===== src/rtl/sync_copy_fork_n.sv =====
// sync_copy_fork_n: one-token register forked to N_OUT independently completing branches.
// Optional stall counter port o_stall_cnt when COPYFORK_STALLCNT_EN is defined.
module sync_copy_fork_n #(
  parameter int WIDTH = 32,
  parameter int N_OUT = 2
) (
  input  logic                   clk,
  input  logic                   rst,
  input  logic                   i_drive,
  output logic                   o_free,
  input  logic [WIDTH-1:0]       i_data,
  input  logic [N_OUT-1:0]       i_mask,
  output logic [N_OUT-1:0]       o_driveNext,
  input  logic [N_OUT-1:0]       i_freeNext,
  output logic [N_OUT*WIDTH-1:0] o_data
`ifdef COPYFORK_STALLCNT_EN
  ,
  output logic [15:0]            o_stall_cnt
`endif
);
  logic [WIDTH-1:0] r_data;
  logic [N_OUT-1:0] r_pend;
  logic [N_OUT-1:0] w_left;
  logic [N_OUT-1:0] w_pend_nx;
  logic [WIDTH-1:0] w_data_nx;
  logic             w_xfer;
  // Branches still owed a copy after this cycle; free once none remain.
  always_comb begin
    w_left    = r_pend & ~i_freeNext;
    o_free    = ~|w_left;
    w_xfer    = i_drive & o_free;
    w_pend_nx = w_xfer ? i_mask : w_left;
    w_data_nx = w_xfer ? i_data : r_data;
  end
  always_ff @(posedge clk) begin
    if (rst) begin
      r_pend <= '0;
      r_data <= '0;
    end else begin
      r_pend <= w_pend_nx;
      r_data <= w_data_nx;
    end
  end
  assign o_driveNext = r_pend;
  assign o_data      = {N_OUT{r_data}};
`ifdef COPYFORK_STALLCNT_EN
  logic [15:0] r_stall_cnt;
  always_ff @(posedge clk) begin
    if (rst) r_stall_cnt <= '0;
    else if (i_drive && !o_free && r_stall_cnt != 16'hFFFF) r_stall_cnt <= r_stall_cnt + 16'd1;
  end
  assign o_stall_cnt = r_stall_cnt;
`endif
endmodule


===== config.mk =====
export PLATFORM = sky130hd
export DESIGN_NAME = sync_copy_fork_n
export DESIGN_NICKNAME = d
export VERILOG_FILES = /design/src/rtl/sync_copy_fork_n.sv
export SDC_FILE = /design/constraint.sdc
export NUM_CORES = 1
export LEC_CHECK = 0
export ABC_AREA = 0
export CORE_UTILIZATION = 34
export CTS_CLUSTER_DIAMETER = 50
export DETAILED_ROUTE_END_ITERATION = 6
export GPL_TIMING_DRIVEN = 0
export PLACE_DENSITY_LB_ADDON = 0.25
export SETUP_SLACK_MARGIN = 0.4
export SYNTH_ARGS = -nofsm -noshare
export SYNTH_HDL_FRONTEND = slang
export SYNTH_SLANG_ARGS = --single-unit

===== constraint.sdc =====
create_clock -name clk -period 1.1 [get_ports clk]
set_clock_uncertainty 0.1 [all_clocks]
set_input_delay 0.165 -clock clk [delete_from_list [all_inputs] [get_ports clk]]
set_output_delay 0.165 -clock clk [all_outputs]
set_load 0.02 [all_outputs]

# Word-level counts from Yosys, hierarchy flattened
# Index checks and enable logic that the tools add are counted.
# op_classes
muxes	1
n_bitwise	3
n_reduce_logical	2
# op_table
cell	count
$and 2x2->2	1
$mux 2	1
$not 2->2	1
$reduce_or 2->1	1
$and 1x1->1	1
$logic_not 1->1	1
# totals
regBits	34
in_bits	39
output_inout_bits	67
word_cells	8

# Longest topological paths before layout
# Gate-level depths: netlist (run 1).
# logic_depth
ltp_word	6
depth_mapped	5

# Worst setup path after synthesis (run 1)
# OpenSTA, ideal clock, no wires.
# synth_path
path_type	register to register
startpoint	register r_pend[0], in the netlist o_driveNext[0]
endpoint	register r_data[0]
setup_time_ps	72
arrival_time_ps	1142
setup_slack_ps	-213
stages_incl_launch_ff	6
n_path_buf	2
period_less_slack_ps	1313
cell_sequence	dfxtp_1 > nor2b_4 > nor3b_2 > buf_6 > buf_12 > mux2i_1
# synth_via
elab_chain_cells	4
# synth_lines
element	line	source
start, declared	22	logic [N_OUT-1:0] r_pend;
start signal, assigned	40	r_pend <= w_pend_nx;
$and 2x2->2	29	w_left = r_pend & ~i_freeNext;
$reduce_or 2->1	30	o_free = ~|w_left;
$logic_not 1->1	30	
$and 1x1->1	31	w_xfer = i_drive & o_free;
end signal, assigned	41	r_data <= w_data_nx;
end, declared	21	logic [WIDTH-1:0] r_data;
# No other way between the ends.
# A chain may end at the register's enable or synchronous reset.

# Final worst setup path (run 1)
# layout_path
startpoint	register r_pend[0], in the netlist o_driveNext[0]
endpoint	register r_data[27]
# Same word-level chain as after synthesis.

==> results.tsv, run 1 <==
metric	value	unit
outcome	complete, but fails checks	
violated checks	setup timing	
area of the multi-input gates	801	um^2
Die Span Y	75.0	um
WHS Endpoint	o_driveNext[0]$_SDFF_PP0_	
worst hold path class	primary input to flop	
Clock Latency Late Sink	0.28	ns
routed vias	1559	
vias per inst	4.18	
arrival time at the worst endpoint	1.42	ns
P per Cell Area	1050	nW/um^2
diode count	0	
die area	5630	um^2
initial antenna violation count	0	
RePlAce Congestion	0.685	
Max Clk Rate	760	MHz
startpoint types	flop	
Synth async-reset ratio	0	%
R2R Path Start	o_driveNext[0]$_SDFF_PP0_	
instance count of the mapped netlist	182	
Area after DPL	2960	um^2
Crit Path Class	flop to flop	
clock buffer depth	2	
Final Setup Violations	66	
Seq/Total Area, Yosys	37.5	%
Syn Nets	221	
Area growth, synth to finish	85.6	%
Initial DRC Count	27	
most common cell in the synthesized netlist	nand2b_1	
total chip power	3.52	mW
num rows	26	
CTS tree	built	
Leakage Power	1.51	nW
Post-DRT Antenna Nets	0	
Post-synth EDFFs	0	
HPWL Detailed	3.13	mm
cts bufs inserted	5	
Max VDD drop	520	uV
vias in the first global route	1500	
DRT Pass-1 Iters	4	
R2R depth	5	
Worst Hold Launch	rst	
htree depth	2	
CTS root buf	clkbuf_8	
Nets	341	
grt ovf	0	
share of cells above drive strength 1	51.5	%
share of the synthesized area in the top cell type	37.5	%
post-synth top area cell	dfxtp_1	
mapped cell area	1810	um^2
worst-path fanout max	10	
chip width	75.0	um
Core Footprint	5110	um^2
main flop type after synthesis	dfxtp_1	
synth unique cells	14	
Worst-Margin Slew	0.390	ns
final instance area	3360	um^2
final setup margin	-0.217	ns
largest cells by area after synthesis	dfxtp_1 38%, nand2b_1 22%, mux2i_1 18%	
Reg area	746	um^2
Req. time, crit path	1.20	ns
Avg WL per Cell	11.7	um
largest net degree at the start of global routing	11	
first-pass GRT wire length	6.57	mm
crit share post-route	120	%
# hold bufs at CTS	0	
total global-route track usage	15.3	%
WHS Path Cells	2	
Ys Warns	0	
Fillers	421	
max cap viols	0	
final hold violation count	0	
Avg Inst Size Synth	9.96	um^2
Pins Over Slew Limit	0	
port bufs	104	
remaining routing DRC violations	0	
clock-pin slew on the worst setup and hold paths	0.07	ns
num ports	106	
r2r setup slk	-0.22	ns
Routed Wire Length	4.36	mm
top cells by count, synth	65 x nand2b_1, 34 x dfxtp_1, 32 x buf_4, 32 x mux2i_1, 6 x clkbuf_1	
synthesis-stage register bit count	34	
reg2reg end	r_data[27]$_SDFFE_PP0P_	
RSZ-0062 raised after global routing	true	
Initial Utilization	35.5	%
Clock Sinks	34	
worst rel slew slack	74.0	%
post-layout min period	1.32	ns
Setup crit end kind	flop	
cell type report:
cell class              count  share of cell area (%)
multi-input cells         105                    23.8
flip-flops and latches     34                    22.2
repair buffers            113                    35.4
clock buffers               8                    2.38
well taps                  70                    2.60
plain buffers              43                    13.6
state kept, by name, indices dropped and copies added, names as in the netlist:
register     flops
o_driveNext      2
r_data          32
worst max path at each step:
stage                         endpoint                      start  slack (ns)
6_report       r_data[27]$_SDFFE_PP0P_  o_driveNext[0]$_SDFF_PP0_       -0.22
5_1_grt         r_data[7]$_SDFFE_PP0P_  o_driveNext[0]$_SDFF_PP0_       -0.28
4_1_cts        r_data[27]$_SDFFE_PP0P_  o_driveNext[0]$_SDFF_PP0_       -0.22
3_5_place_dp                    o_free              i_freeNext[0]       -0.60
3_3_place_gp                    o_free              i_freeNext[0]       -0.60
2_1_floorplan   r_data[0]$_SDFFE_PP0P_  o_driveNext[1]$_SDFF_PP0_       -0.18
per-stage QoR:
step	instances	utilization [%]	TNS, ns	hold WS (ns)	worst slack, ns
floorplan	182	-	-5.38	0.209	-0.176
global placement	356	58.0	-26.18	0.374	-0.602
detailed placement	356	58.0	-27.15	0.377	-0.600
CTS	371	64.7	-7.55	0.157	-0.224
global route	373	65.9	-9.55	0.176	-0.280
finish	373	65.9	-6.70	0.149	-0.217
layout by cell type, fill, tap and decap left out, types with 3 or more instances in the layout:
master            n
dfxtp_2          25
dfxtp_4           9
clkdlybuf4s50_1  36
nand2b_1         64
clkbuf_1          9
buf_12            3
buf_6            99
buf_4            10
mux2i_1          32
clkbuf_8          5
kinds of logic after synthesis:
group / after synthesis / share of synthesized area [%]
buffers and inverters: 43 / 18.7
multiplexers: 32 / 17.7
flip-flops: 34 / 37.5
AND/OR/NAND/NOR: 71 / 25.5
AO/OA/AOI/OAI: 2 / 0.621
critical path: stages, from the launching register on:
cell	delay, ns
dfxtp_4	0.34
nor2b_4	0.13
nor3b_2	0.17
buf_6	0.16
buf_12	0.14
mux2i_1	0.19
report_power, final:
part	switching, mW	internal, mW
clock network	0.428	0.450
registers	0.0981	1.33
logic	0.465	0.750
total	0.991	2.53
routing by layer:
layer	routed length [um]	share of wire [%]	global-route usage [%]	vias to the layer above
li1	-	-	-	782
met1	1850	42	17.5	708
met2	2160	50	27.3	64
met3	308	7.1	5.09	5
met4	43	0.99	3.77	0
met5	0	0	0	-
what timing repair did:
item                       in CTS  in global routing
pin swaps                       0                  1
setup endpoints to repair     101                101
buffers inserted                7                  2
gates resized for setup       448                 21
Power figures use the tool's default switching activity.
==> run 2, diff against run 1 <==
- ABC_AREA: 0 -> not set
==> results of run 2 <==
No change in the layout: final DEF, timing and power equal those of run 1.
